===== src/rtl/regfile_sb.sv =====
// Parametrised register file with power-on clear sequencer, optional write-to-read
// bypass and a per-register busy scoreboard for RAW hazard detection.
module regfile_sb #(
  parameter int unsigned XLEN   = 32,
  parameter int unsigned NREGS  = 32,
  parameter int unsigned AW     = 5,
  parameter int unsigned BYPASS = 1
) (
  input  logic            clk,
  input  logic            rst,
  output logic            ready,
  input  logic [AW-1:0]   a1,
  output logic [XLEN-1:0] rd1,
  output logic            busy1,
  input  logic [AW-1:0]   a2,
  output logic [XLEN-1:0] rd2,
  output logic            busy2,
  input  logic            we,
  input  logic [AW-1:0]   a3,
  input  logic [XLEN-1:0] wd3,
  input  logic            iss_en,
  input  logic [AW-1:0]   iss_rd
);

  typedef enum logic {CLEAR, RUN} state_t;

  state_t            state;
  logic [AW-1:0]     cnt;
  logic [XLEN-1:0]   regs [NREGS];
  logic [NREGS-1:0]  busy;
  logic              wr_ok;
  logic              iss_ok;

  assign ready  = (state == RUN);
  assign wr_ok  = ready && we && (a3 != '0);
  assign iss_ok = ready && iss_en && (iss_rd != '0);

  // Reset leaves contents alone; the CLEAR walk zeroes one entry per cycle.
  always_ff @(posedge clk) begin
    if (rst) begin
      state <= CLEAR;
      cnt   <= '0;
      busy  <= '0;
    end else if (state == CLEAR) begin
      regs[cnt] <= '0;
      if (cnt == AW'(NREGS - 1)) state <= RUN;
      else                       cnt   <= cnt + AW'(1);
    end else begin
      if (wr_ok) begin
        regs[a3] <= wd3;
        busy[a3] <= 1'b0;
      end
      // Issued after the write so a same-register set wins over the clear.
      if (iss_ok) busy[iss_rd] <= 1'b1;
    end
  end

  always_comb begin
    rd1   = '0;
    busy1 = 1'b0;
    if (ready && (a1 != '0)) begin
      rd1   = regs[a1];
      busy1 = busy[a1];
      if ((BYPASS != 0) && wr_ok && (a3 == a1)) begin
        rd1   = wd3;
        busy1 = (iss_ok && (iss_rd == a1)) ? busy[a1] : 1'b0;
      end
    end
  end

  always_comb begin
    rd2   = '0;
    busy2 = 1'b0;
    if (ready && (a2 != '0)) begin
      rd2   = regs[a2];
      busy2 = busy[a2];
      if ((BYPASS != 0) && wr_ok && (a3 == a2)) begin
        rd2   = wd3;
        busy2 = (iss_ok && (iss_rd == a2)) ? busy[a2] : 1'b0;
      end
    end
  end

endmodule


===== config.mk =====
export PLATFORM = sky130hd
export DESIGN_NAME = regfile_sb
export DESIGN_NICKNAME = d
export VERILOG_FILES = /design/src/rtl/regfile_sb.sv
export SDC_FILE = /design/constraint.sdc
export NUM_CORES = 1
export LEC_CHECK = 0
export CAP_MARGIN = 20
export CELL_PAD_IN_SITES_DETAIL_PLACEMENT = 1
export CELL_PAD_IN_SITES_GLOBAL_PLACEMENT = 2
export CORE_MARGIN = 4
export CORE_UTILIZATION = 41
export DETAILED_ROUTE_END_ITERATION = 8
export HOLD_SLACK_MARGIN = 0.08
export PLACE_DENSITY_LB_ADDON = 0.1
export RECOVER_POWER = 25
export SLEW_MARGIN = 20
export SYNTH_ARGS = -nofsm -noshare
export SYNTH_HDL_FRONTEND = slang
export SYNTH_SLANG_ARGS = --single-unit

===== constraint.sdc =====
create_clock -name clk -period 5.5 [get_ports clk]
set_input_delay 1.1 -clock clk [delete_from_list [all_inputs] [get_ports clk]]
set_output_delay 1.1 -clock clk [all_outputs]
set_load 0.01 [all_outputs]

# After elaboration in Yosys (flattened, before gate mapping)
# Memory sizes are Yosys's and may differ from the RTL's.
# Index checks and enable logic that the tools add are counted.
# Widths: inputs -> output; s select.
[classes] addsub=1 order_cmp=6 eq_ne=5 n_mux=34 n_bitwise=5 reduce_logical=18
[ops] operator="$mux 32" n=9
[ops] operator="$and 32x32->32" n=1
[ops] operator="$not 32->32" n=1
[ops] operator="$or 32x32->32" n=1
[ops] operator="$reduce_or 32->1" n=1
[ops] operator="$lt 5x6->1 const B" n=4
[ops] operator="$eq 5x5->1" n=4
[ops] operator="$mux 1" n=20
[ops] operator="$reduce_bool 5->1" n=4
[ops] operator="$logic_and 1x1->1" n=12
[ops] operator="$bmux 1 s5" n=2
[ops] operator="$demux 1 s5" n=2
[ops] operator="$ge 5x1->1 const B" n=2
[ops] operator="$add 5x1->5 const B" n=1
[ops] operator="$eq 5x5->1 const B" n=1
[ops] operator="$mux 5" n=1
[ops] operator="$not 1->1" n=2
[ops] operator="$reduce_and 2->1" n=1
[totals] ff_bits=38 ramBits=1024 input_bits=56 wordCells=73 mem_count=1
[memory_table] name="regs" words=32 width=32 read_ports=2 rd_ports_with_merged_regs=0 wr=1 line_no="29" rtl="logic [XLEN-1:0] regs [NREGS];"

# Longest topological paths before layout
# Gate-level depths: netlist of the first run.
[logic_depth] depth_word=11 mapped_depth=9 mapped_depth_nobuf=7

# Worst setup path after synthesis of the first run
# No wires, ideal clock.
[synth_timing] kind="input port to flip-flop" from="input a3[4]" to="memory regs[28][0], enable pin" setup_time_ns=0.421 t_arrival_ns=3.801 path_slack_ns=1.278 path_stages=7 path_buffers=2 path_cell_list="buf_2 -> nor3_1 -> a211oi_2 -> buf_2 -> mux2i_1 -> nand3b_1 -> nor2_1"
[synth_between] elab_chain_len=8 elab_cells_between_ends=9
[synth_lines] element="from (decl)" line_no="19" rtl="input logic [AW-1:0] a3,"
[synth_lines] element="$reduce_bool 5->1" line_no="35" rtl="assign wr_ok = ready && we && (a3 != '0);"
[synth_lines] element="$logic_and 1x1->1" line_no="35"
[synth_lines] element="$mux 1" line_no="49" rtl="if (wr_ok) begin"
[synth_lines] element="$mux 1" line_no="44" rtl="end else if (state == CLEAR) begin"
[synth_lines] element="$mux 1" line_no="40" rtl="if (rst) begin"
[synth_lines] element="$mux 1 (not written as such)" line_no="50" rtl="regs[a3] <= wd3;"
[synth_lines] element="$reduce_or 32->1 (no source line)"
[synth_lines] element="$mux 5 (no source line) / $mux 1 (equally long branches)"
[synth_lines] element="to (decl)" line_no="29"
# Several ways; a longest one is shown, not always the timed one.

# Worst setup path after layout of the first run
[layout_timing] from="input a3[2]" to="memory regs[14][0], data pin"
[layout_between] elab_chain_len=8
[layout_lines] element="$reduce_bool 5->1" line_no="35"
[layout_lines] element="$logic_and 1x1->1" line_no="35"
[layout_lines] element="$mux 1" line_no="49"
[layout_lines] element="$mux 1" line_no="44"
[layout_lines] element="$mux 1" line_no="40"
[layout_lines] element="$mux 1 (not written as such)" line_no="50"
[layout_lines] element="$reduce_or 32->1 (no source line)"
[layout_lines] element="$mux 32 (no source line)"
# Every way passes these cells.

==> flow_metrics.env, run 1 <==
export IMPL_status="complete, but fails checks"
export IMPL_violations="max-capacitance violations, max-slew violations"
export IMPL_end_kind="flip-flop"
export IMPL_p_seq_frac=0.480
export IMPL_cellPowerDensity_nw_per_um2=306
export IMPL_tritoncts="yes"
export IMPL_drive_above_1_share=0.284
export IMPL_reg2regPathDepth=4
export IMPL_power_frac_comb=0.075
export IMPL_dr_pass1_iters=5
export IMPL_critPathRequiredTime_ns=5.86
export IMPL_maxCapViolCount=5
export IMPL_clk_pin_slew_worst_paths_ns=0.06
export IMPL_yosys_area_top_type_share=0.598
export IMPL_clkPwrFrac=0.445
export IMPL_min_from="busy[0]"
export IMPL_finish_instance_area_sq_um=60100
export IMPL_p_int_uw=14200
export IMPL_avgSynthCellArea_sq_um=17.1
export IMPL_hold_violations=0
export IMPL_clockRootBuffer="clkbuf_16"
export IMPL_worst_setup_path_start_kind="input port"
export IMPL_antenna_found_initial=6
export IMPL_worst_hold_path_type="reg -> reg"
export IMPL_ios=123
export IMPL_leakage_uw=0.0182
export IMPL_max_vdd_ir_drop_mv=0.246
export IMPL_synthFlopType="edfxtp_1"
export IMPL_cts_resized=0
export IMPL_n_fill_cell=11447
export IMPL_clk_latency_ns=0.73
export IMPL_synthesis_area_sq_um=51400
export IMPL_post_route_min_period_ns=5.36
export IMPL_synth_warnings=0
export IMPL_rr_startpoint="ready"
export IMPL_ys_ff_latch=1062
export IMPL_grt_start_max_net_pins=55
export IMPL_vias=32832
export IMPL_core_sq_um=124000
export IMPL_synth_edf_count=1024
export IMPL_reg2reg_to="regs[14][0]"
export IMPL_postRouteAntennaNets=0
export IMPL_synth_cells=3000
export IMPL_setup_violations=0
export IMPL_die_x_microns=362
export IMPL_grt_pass1_wl_microns=269000
export IMPL_die_h_microns=362
export IMPL_fmax_mhz=187
export IMPL_drt_vias_per_instance=6.62
export IMPL_rsz0062_at_grt="no"
export IMPL_cts_buffer_depth=3
export IMPL_syn_num_nets=3058
export IMPL_grt_pass1_vias=34554
export IMPL_arrival_ns=5.72
export IMPL_fp_row_count=129
export IMPL_yosys_area_top_type="edfxtp_1"
export IMPL_gp_congestion=0.816
export IMPL_fp_dieArea_sq_um=131000
export IMPL_ys_seq_area_frac=0.613
export IMPL_area_delta_synth_final_pct=16.9
export IMPL_setup_tns_final_ns=0
export IMPL_slew_headroom=-0.654
export IMPL_switching_share=0.230
export IMPL_power_switching_uw=4220
export IMPL_hold_path_end="busy[0]"
export IMPL_wl_microns=191000
export IMPL_placed_cell_area_sq_um=56200
export IMPL_initial_core_util=0.414
export IMPL_grt_remaining_overflow=0
export IMPL_hold_buffers=0
export IMPL_nNetsFinal=3277
export IMPL_drt_iter0_drc=3454
export IMPL_drc=0
export IMPL_n_antenna_cell=0
export IMPL_skew_ns=0.0209
export IMPL_hold_path_cell_count=1
export IMPL_drv_slew=160
export IMPL_synthTopCellsByArea="edfxtp_1 (60%), mux4_2 (18%), mux2i_1 (5.2%), dfxtp_1 (1.5%), a221oi_2 (1.3%)"
export IMPL_async_flop_share=0
export IMPL_cts_sinks=1062
export IMPL_routedWlPerCell_microns=38.4
export IMPL_port_buffers=122
export IMPL_numCtsBuffers=119
export IMPL_timing_final_crit_share=0.975
export IMPL_ys_types=61
export IMPL_power_total_uw=18400
export IMPL_grt_use_total=0.290
export IMPL_rrSetupSlack_ns=1.21
export IMPL_worst_pin_slew_ns=2.48
export IMPL_htree_levels=3
export IMPL_critPathMaxFanout=32
export IMPL_dp_hpwl_microns=112000
export IMPL_postCtsSetupBuffers=0
export IMPL_worstSetupPathType="in -> reg"
==> worst max path at each step <==
stage / startpoint / to / slack (ns) / cells past startpoint
6_report: a3[2] / regs[14][0] / 0.14 / 6
5_1_grt: a3[1] / rd1[22] / 0.06 / 8
4_1_cts: a3[1] / rd1[28] / 0.15 / 8
3_5_place_dp: a3[1] / rd1[28] / 0.17 / 8
3_3_place_gp: a3[0] / rd1[22] / 0.20 / 8
2_1_floorplan: a3[4] / regs[28][0] / 1.28 / 7
==> Yosys cell counts (all sizes together), types with 33 or more instances <==
cell and count:
a211o 33, a21oi 124, a221oi 120, a22oi 64, buf 156, clkbuf 103, dfxtp 38, edfxtp 1024
mux2i 266, mux4 402, nand2 148, nand2b 36, nand3 44, nor2 58, o21ai 129
==> layout by cell type (no fill, tap or decap), types with 24 or more instances in the layout <==
cell / count
edfxtp_1: 1024
mux4_2: 402
mux2i_1: 266
buf_4: 156
nand2_1: 148
a21oi_1: 124
clkbuf_16: 120
clkdlybuf4s50_1: 112
o21ai_0: 108
a221oi_1: 74
buf_12: 70
a22oi_1: 64
a221oi_2: 46
nand3_1: 44
dfxtp_1: 38
nor2_4: 37
nand2b_1: 36
a211o_1: 33
o211ai_1: 32
a41o_1: 32
clkinv_2: 27
clkinv_1: 26
mux2_2: 25
o31ai_1: 24
==> layer usage <==
layer	track usage	part of all wire	vias up
li1	-	-	13118
met1	0.400	0.41	17967
met4	0.0993	0.036	0
met2	0.479	0.49	1422
met3	0.0356	0.064	325
met5	0	0	-
==> cell type report <==
class / count / area (sq um) / share of cell area
repair buffers: 357 / 3840 / 0.0639
clock buffers: 137 / 3070 / 0.0510
inverters: 3 / 12.5 / 0.000208
multi-input cells: 1676 / 18700 / 0.311
flip-flops and latches: 1062 / 31500 / 0.524
clock inverters: 84 / 902 / 0.0150
well taps: 1637 / 2050 / 0.0341
==> power by group through the flow <==
stage	clock network [uW]	logic, uW	registers [uW]
detailed placement	0	1370	8990
global placement	0	1360	8990
finish	8180	1370	8820
floorplan	0	808	8980
global route	8680	1430	8820
CTS	8320	1380	8820
==> metrics by stage <==
step | setup WS, ns | instances | util | hold WS, ns
floorplan | 1.28 | 3000 | - | 0.451
global placement | 0.195 | 4734 | 0.453 | 0.473
detailed placement | 0.173 | 4734 | 0.453 | 0.489
CTS | 0.153 | 4955 | 0.485 | 0.492
global route | 0.0550 | 4956 | 0.484 | 0.512
finish | 0.139 | 4956 | 0.484 | 0.491
==> worst max-delay path, cell delays in order <==
cell and delay [ns]:
dlygate4sd3_1 0.84, nor3_1 0.14, clkbuf_1 0.16, a211oi_1 0.55, clkbuf_1 1.80, and2_1 1.06
==> state kept, by name, summed over array words and instances (netlist names) <==
name   flops
ready      1
busy      32
cnt        5
regs    1024
==> kinds of logic (layout without fill, tap and decap cells) <==
kind of cell | after synthesis | in the layout | share of synthesized area
buffers and inverters | 262 | 581 | 0.0294
multiplexers | 693 | 693 | 0.233
AO/OA/AOI/OAI | 595 | 595 | 0.0863
flip-flops | 1062 | 1062 | 0.613
adder cells (fa/ha/maj) | 2 | 2 | 0.000487
XOR/XNOR | 23 | 23 | 0.00392
AND/OR/NAND/NOR | 363 | 363 | 0.0338
No activity file was read; power rests on OpenSTA's default activity.
==> inputs of run 2 (changes only) <==
Settings changed: CORE_UTILIZATION 41 to 48, SLEW_MARGIN 20 to default.
==> run 2 against run 1 <==
The run still ends with max-capacitance violations, max-slew violations left. Sequential power barely moved. Largest power group unchanged. Final cell count fell by 5.3%. Core utilization rose by 7.5 points. Wire length fell by 5.6%. Total power fell by 4.3%. Hold slack got worse by 0.0017 ns. Clock power fell by 9.2%. Non-clock buffer count fell by 8. Critical path depth rose by 2.
==> flow_metrics.env, run 2 (synthesis results as in run 1) <==
export IMPL_leakage_uw=0.0179
export IMPL_initial_core_util=0.486
export IMPL_cts_resized=0
export IMPL_grt_start_max_net_pins=57
export IMPL_power_frac_comb=0.076
export IMPL_grt_pass1_vias=34587
export IMPL_max_vdd_ir_drop_mv=0.273
export IMPL_area_delta_synth_final_pct=15.1
export IMPL_clockRootBuffer="clkbuf_16"
export IMPL_critPathRequiredTime_ns=4.40
export IMPL_port_buffers=122
export IMPL_n_fill_cell=9437
export IMPL_nNetsFinal=3265
export IMPL_grt_pass1_wl_microns=256000
export IMPL_postRouteAntennaNets=0
export IMPL_drt_iter0_drc=3772
export IMPL_status="complete, but fails checks"
export IMPL_hold_violations=0
export IMPL_gp_congestion=0.851
export IMPL_numCtsBuffers=115
export IMPL_post_route_min_period_ns=5.31
export IMPL_switching_share=0.233
export IMPL_rsz0062_at_grt="no"
export IMPL_worstSetupPathType="in -> out"
export IMPL_top_register="regs"
export IMPL_rr_startpoint="ready"
export IMPL_die_h_microns=335
export IMPL_dp_slack_ns=0.281
export IMPL_clk_latency_ns=0.71
export IMPL_reg2regPathDepth=8
export IMPL_power_switching_uw=4100
export IMPL_tritoncts="yes"
export IMPL_vias=33048
export IMPL_fp_row_count=119
export IMPL_p_seq_frac=0.502
export IMPL_slew_headroom=-0.370
export IMPL_end_kind="output pin"
export IMPL_die_x_microns=335
export IMPL_rrSetupSlack_ns=1.02
export IMPL_grt_remaining_overflow=0
export IMPL_drc=0
export IMPL_cellPowerDensity_nw_per_um2=297
export IMPL_postCtsSetupBuffers=0
export IMPL_dp_hpwl_microns=108000
export IMPL_worst_setup_path_start_kind="input port"
export IMPL_htree_levels=3
export IMPL_skew_ns=0.0218
export IMPL_timing_final_crit_share=0.966
export IMPL_cts_sinks=1062
export IMPL_antenna_found_initial=5
export IMPL_setup_tns_final_ns=0
export IMPL_hold_buffers=0
export IMPL_routedWlPerCell_microns=38.3
export IMPL_clkPwrFrac=0.422
export IMPL_drive_above_1_share=0.275
export IMPL_critPathLaunch="a3[0]"
export IMPL_core_sq_um=106000
export IMPL_fp_dieArea_sq_um=112000
export IMPL_worst_hold_path_type="reg -> reg"
export IMPL_worst_pin_slew_ns=2.05
export IMPL_clk_pin_slew_worst_paths_ns=0.06
export IMPL_cts_buffer_depth=3
export IMPL_final_cell_mix="edfxtp_1 (1024), mux4_2 (402), mux2i_1 (266), buf_4 (151), nand2_1 (148)"
export IMPL_cp_endpoint="rd1[24]"
export IMPL_largest_reg_flops=1024
export IMPL_maxCapViolCount=3
export IMPL_p_int_uw=13500
export IMPL_dr_pass1_iters=5
export IMPL_final_common_cell="edfxtp_1"
export IMPL_fmax_mhz=188
export IMPL_grt_use_total=0.319
export IMPL_power_total_uw=17600
export IMPL_ios=123
export IMPL_setup_violations=0
export IMPL_wl_microns=180000
export IMPL_reg2reg_to="regs[2][15]"
export IMPL_drt_vias_per_instance=7.04
export IMPL_critPathMaxFanout=32
export IMPL_drv_slew=108
export IMPL_violations="max-capacitance violations, max-slew violations"
export IMPL_arrival_ns=4.21
export IMPL_reg_top3="regs x1024, busy x32, cnt x5"
export IMPL_setup_ws_ns=0.185
run 2: metal layers:
layer	track usage	part of all wire	up-vias
met2	0.526	0.49	1777
li1	-	-	13082
met1	0.431	0.39	17805
met5	0	0.000044	-
met4	0.121	0.044	2
met3	0.0513	0.079	382
run 2: power groups by stage:
stage	clock, uW	combinational (uW)	sequential [uW]
2_1_floorplan	0	808	8980
3_3_place_gp	0	1300	8980
3_5_place_dp	0	1320	8990
4_1_cts	7530	1330	8820
5_1_grt	7880	1390	8820
6_report	7430	1340	8820
run 2: layout make-up:
cell class,count,area [sq um],area share
well taps,1391,1740,0.0294
flip-flops and latches,1062,31500,0.532
inverters,3,12.5,0.000211
multi-input cells,1676,18700,0.316
clock inverters,72,536,0.00905
diodes,1,2.50,0.0000423
repair buffers,349,3650,0.0617
clock buffers,139,3010,0.0509
run 2: metrics by stage:
stage          instances  cell area (sq um)   util  hold slack [ns]
6_report            4693              59200  0.559            0.490
5_1_grt             4693              59200  0.559            0.514
4_1_cts             4676              59100  0.559            0.490
3_5_place_dp        4465              55600  0.525            0.482
3_3_place_gp        4465              55600  0.525            0.470
2_1_floorplan       3000              51400      -            0.451
run 2: how the worst min path moves through the flow:
stage	startpoint	endpoint	depth (start not counted)
floorplan	busy[0]	busy[0]	1
global placement	busy[9]	busy[9]	2
detailed placement	busy[0]	busy[0]	1
CTS	busy[0]	busy[0]	1
global route	busy[0]	busy[0]	1
finish	busy[30]	busy[30]	2
run 2: critical path, stage by stage:
cell	delay [ns]
dlygate4sd3_1	0.69
or2_1	0.44
o41ai_2	0.40
o311ai_4	0.13
buf_12	0.24
a21oi_1	0.33
a211o_1	0.29
clkdlybuf4s50_1	0.58
==> inputs of run 3 (changes only) <==
Settings changed: CORE_ASPECT_RATIO from default to 0.6, SLEW_MARGIN from default to 10.
==> run 3 against run 2 <==
The flow still finishes with violations (max-capacitance violations, max-slew violations). First-iteration DRC count up 25%. Flip-flop and latch count did not move. Final cell count is 0.26% lower. Core utilization down 0.38 points. Clock skew rose by 0.0024 ns. Sequential share of layout area increased by 0.46 points. Clock-buffer cell count shrank 3. Clock power down 4.7%.
==> flow_metrics.env, run 3 (synthesis results as in run 1) <==
export IMPL_port_buffers=122
export IMPL_fmax_mhz=188
export IMPL_place_inst=4474
export IMPL_leakage_uw=0.0176
export IMPL_finish_instance_area_sq_um=58700
export IMPL_dp_hpwl_microns=110000
export IMPL_path_buf_inv=3
export IMPL_status="complete, but fails checks"
export IMPL_die_x_microns=431
export IMPL_drv_slew=108
export IMPL_worst_setup_path_start_kind="input port"
export IMPL_rr_startpoint="ready"
export IMPL_regArea_sq_um=31500
export IMPL_gp_congestion=0.831
export IMPL_stdcell_count=4681
export IMPL_critical_path_max_stage_delay_ns=0.71
export IMPL_worst_pin_slew_ns=2.04
export IMPL_worstSetupPathType="in -> out"
export IMPL_end_kind="output pin"
export IMPL_final_common_cell="edfxtp_1"
export IMPL_hold_path_cell_count=1
export IMPL_ios=123
export IMPL_drive_above_1_share=0.266
export IMPL_cts_sinks=1062
export IMPL_grt_use_total=0.331
export IMPL_holdWs_ns=0.492
export IMPL_wl_microns=187000
export IMPL_hold_path_end="busy[0]"
export IMPL_critPathMaxFanout=22
export IMPL_grt_pass1_vias=34505
export IMPL_core_sq_um=106000
export IMPL_min_from="busy[0]"
export IMPL_reg2reg_to="regs[24][12]"
export IMPL_fp_row_count=92
export IMPL_worst_hold_path_type="reg -> reg"
export IMPL_drt_iter0_drc=4697
export IMPL_antenna_found_initial=4
export IMPL_reg_top3="regs x1024, busy x32, cnt x5"
export IMPL_grt_start_max_net_pins=58
export IMPL_slowest_stage="dlygate4sd3_1"
export IMPL_cts_buffer_depth=3
export IMPL_skew_ns=0.0243
export IMPL_violations="max-capacitance violations, max-slew violations"
export IMPL_timing_final_crit_share=0.965
export IMPL_rsz0062_at_grt="no"
export IMPL_initial_core_util=0.487
export IMPL_cp_cell_sequence="dlygate4sd3_1, nor3_1, a21o_2, nor2_4, a21o_2, buf_4, o31ai_1, clkdlybuf4s50_1"
export IMPL_post_route_min_period_ns=5.31
export IMPL_die_h_microns=262
export IMPL_n_fill_cell=9512
export IMPL_setup_tns_final_ns=0
export IMPL_max_vdd_ir_drop_mv=0.279
export IMPL_htree_levels=3
export IMPL_grt_remaining_overflow=0
export IMPL_rrSetupSlack_ns=1.25
export IMPL_reg2regPathDepth=8
export IMPL_postRouteAntennaNets=0
export IMPL_vias=33830
export IMPL_top_register="regs"
export IMPL_final_cell_mix="edfxtp_1 (1024), mux4_2 (402), mux2i_1 (266), nand2_1 (148), buf_4 (145)"
export IMPL_critPathRequiredTime_ns=4.40
export IMPL_clk_pin_slew_worst_paths_ns=0.07
export IMPL_cp_top_family="buffers and inverters"
export IMPL_fp_dieArea_sq_um=113000
export IMPL_area_delta_synth_final_pct=14.1
export IMPL_largest_reg_flops=1024
export IMPL_numCtsBuffers=103
export IMPL_setup_violations=0
export IMPL_cellPowerDensity_nw_per_um2=294
export IMPL_drt_vias_per_instance=7.23
export IMPL_grt_pass1_wl_microns=264000
export IMPL_nNetsFinal=3241
export IMPL_placed_cell_area_sq_um=55400
export IMPL_hold_violations=0
export IMPL_postCtsSetupBuffers=0
export IMPL_dr_pass1_iters=6
export IMPL_routedWlPerCell_microns=40.0
export IMPL_drc=0
export IMPL_arrival_ns=4.21
export IMPL_multi_input_area_sq_um=18700
export IMPL_hold_buffers=0
export IMPL_tritoncts="yes"
export IMPL_clockRootBuffer="clkbuf_16"
export IMPL_slew_headroom=-0.358
export IMPL_cp_common_cell="a21o_2"
export IMPL_maxCapViolCount=3
export IMPL_clk_latency_ns=0.71
export IMPL_cts_resized=0
run 3: cell types whose count changed in the layout (fill, tap and decap cells not counted), sizes merged, moves of 2 or more:
cell | before | now
buf | 217 | 201
clkinv | 56 | 40
clkinvlp | 6 | 4
diode | 1 | 3
run 3: worst max-delay path by stage:
stage / startpoint / endpoint / cells after the start
global placement: a1[2] / rd1[1] / 10
floorplan: a3[4] / regs[28][0] / 7
detailed placement: a1[2] / rd1[1] / 10
global route: a2[1] / rd2[12] / 9
CTS: a1[2] / rd1[1] / 10
finish: a3[4] / rd2[13] / 8
run 3: power breakdown:
group          switching (uW)  leakage, uW  internal [uW]
Sequential               30.7      0.00835           8790
Clock                    3170      0.00159           3900
Combinational             847      0.00766            521
run 3: through the flow:
step                power, uW   util  worst slack (ns)
global placement        10300  0.524             0.251
detailed placement      10300  0.524             0.250
global route            17700  0.555             0.131
floorplan                9790      -              1.28
CTS                     17300  0.555             0.256
finish                  17300  0.555             0.192
run 3: layer usage:
metal  global-route usage  wire length [microns]  vias up
li1                     -                      -    13046
met4                0.100                   5770        2
met1                0.490                  77300    18122
met5                    0                     13        -
met3               0.0833                  22100      369
met2                0.488                  82100     2291
run 3: layout make-up:
type	count	share of cell area
Multi-Input combinational cell	1676	0.319
Clock buffer	136	0.0477
Timing Repair Buffer	337	0.0584
Antenna cell	3	0.000128
Sequential cell	1062	0.537
Tap cell	1410	0.0301
Clock inverter	54	0.00780
Inverter	3	0.000213
==> RTL change, RTL diff (flow settings as in run 3) <==
The parameter `XLEN` goes from 32 to 48.
--- a/src/rtl/regfile_sb.sv
+++ b/src/rtl/regfile_sb.sv
@@ -2,5 +2,5 @@
 // bypass and a per-register busy scoreboard for RAW hazard detection.
 module regfile_sb #(
-  parameter int unsigned XLEN   = 32,
+  parameter int unsigned XLEN   = 48,
   parameter int unsigned NREGS  = 32,
   parameter int unsigned AW     = 5,
Ports: changed (resized rd1, rd2 and wd3); port bits go from 123 to 171. No check against the original RTL was run, so the function may have changed too.
==> RTL change against run 3 <==
- the run still ends with capacitance limit, slew limit left
- utilization grew 0.080 points
- synthesized area grew 46%
- sequential cell count grew 512
- sequential power grew 49%
- cell area grew 47%
- critical path type unchanged
- register-to-register slack lost 820 ps
- largest power group unchanged
- final cell count grew 43%
- non-clock buffer count grew 153
- global-route usage shrank 1.3 points
- hold slack gained 2.9 ps
- worst setup slack lost 100 ps
- power grew 49%
- routed wire length grew 40%
==> RTL change: results (changes against run 3) <==
Outcome
  – Outcome: complete, but fails checks
  – Violated checks: capacitance limit, slew limit

Drt
  – Metal3 WL: 25900 µm (+17%)
  – Vias per inst: 7.08 (-2.0%)
  – Drt total wl: 262000 µm (+40%)
  – Initial drt markers: 6152 (+31%)
  – Met2 wire length: 117000 µm (+43%)
  – Top Layer Used: met4
  – Wire per inst: 39.0 µm (-2.7%)
  – Wl on met1: 110000 µm (+43%)

Layout
  – Largest regs: regs (1536), busy (32), cnt (5)
  – Nets: 4612 (+42%)
  – Share of layout cells above drive strength 1: 24.3% (-2.3 points)

Clocking
  – Clk slew on worst S/H paths: 60 ps
  – TritonCTS Buffers: 154 (+50%)
  – H-tree depth: 4 (+1)
  – Post-cts resize count: 4 (+4)

Worst hold path
  – Hold Path Cell Cnt: 2 (+1)
  – Hold_sp: busy[5]$_SDFFE_PP0P_
  – Worst hold endpoint: busy[5]$_SDFFE_PP0P_

Worst setup path
  – Reg-to-Reg End: regs[22][41]$_DFFE_PP_
  – Setup crit start: a3[2]
  – Worst Path Arrival: 4310 ps (+100 ps)
  – Worst reg2reg path depth: 5 (-3)
  – R2R setup slack: 430 ps (-820 ps)
  – Crit path to: rd1[8]
  – Max FO, Critical Path: 25 (+14%)
  – Crit end category: output pin

STA
  – Shortest period the worst path allows: 5410 ps (+103 ps)
  – Max-slew violations: 270 (+150%)
  – Hold slack: 495 ps (+2.85 ps)
  – Worst slew pin tran: 1750 ps (-289 ps)
  – Setup Skew: 22.5 ps (-1.81 ps)

Placed design
  – Pre-CTS setup slack: -141 ps (-391 ps)
  – DPL Wire Length: 155000 µm (+41%)
  – Port bufs: 170 (+39%)
  – Placed cell areas: 0.0815 mm² (+47%)
  – Gp weighted congestion: 0.818 (-1.6%)
  – Placed Instances: 6430 (+44%)

Synthesis
  – Area contributors post-synth: edfxtp_1, mux4_2, mux2i_1
  – Post-synthesis average cell area: 17.6 µm² (+2.8%)
  – Post-synth EDFFs: 1536 (+50%)
  – Netlist cell types: 53 (-13%)
  – Sequential cell area fraction in the yosys report: 62.5% (+1.2 points)
  – Commonest cells post-synth: edfxtp_1, mux4_2, mux2i_1, a221oi_1, clkbuf_1
  – Ys async rst share: 0% (unchanged)
  – Post-Syn Nets: 4332 (+42%)

Run
  – Max cap viols: 8 (+5)

GRT
  – Largest net degree at the start of global routing: 98 (+69%)
  – Global-route track usage on met2: 47.6% (-1.2 points)
  – Vias in the first global route: 48600 (+41%)
  – First-pass GRT wire length: 369000 µm (+40%)
  – Initial antenna violation count: 6 (+2)
  – Met1 Use GR: 46.9% (-2.1 points)
  – Global-route usage over all layers: 31.8% (-1.3 points)
  – Met3 usage: 6.71% (-1.6 points)

Power and ir drop
  – Worst VDD drop: 0.324 mV (+16%)
  – Static leakage: 27.4 nW (+55%)
-- RTL change: cells by family after synthesis --
group / synth area share (%)
buf+inv: 2.60
mux: 23.6
xor+xnor: 0.268
flops: 62.5
fa+ha+maj: 0.0333
simple gates: 2.04
compound gates: 8.98
-- RTL change: critical path, cell delays in order --
cell and delay, ps:
clkdlybuf4s50_1 710, or2_2 480, o31ai_4 310, o311ai_4 160
buf_12 290, a21oi_1 510, a221o_1 200, clkdlybuf4s50_1 550
-- RTL change: cell type report --
cell class / instances / area (µm²)
Timing Repair Buffer: 490 / 5430
Clock buffer: 195 / 4190
Fill cell: 13700 / 69000
Inverter: 5 / 25.0
Multi-Input combinational cell: 2313 / 26600
Tap cell: 2052 / 2570
Sequential cell: 1574 / 46900
Antenna cell: 1 / 2.50
Clock inverter: 85 / 753
-- RTL change: where the power goes --
group	switching (mW)	total (mW)	leakage [nW]	internal (mW)
registers	0.0381	13.1	13.0	13.0
clock network	4.72	10.7	2.41	5.96
logic	1.19	2.02	12.0	0.823
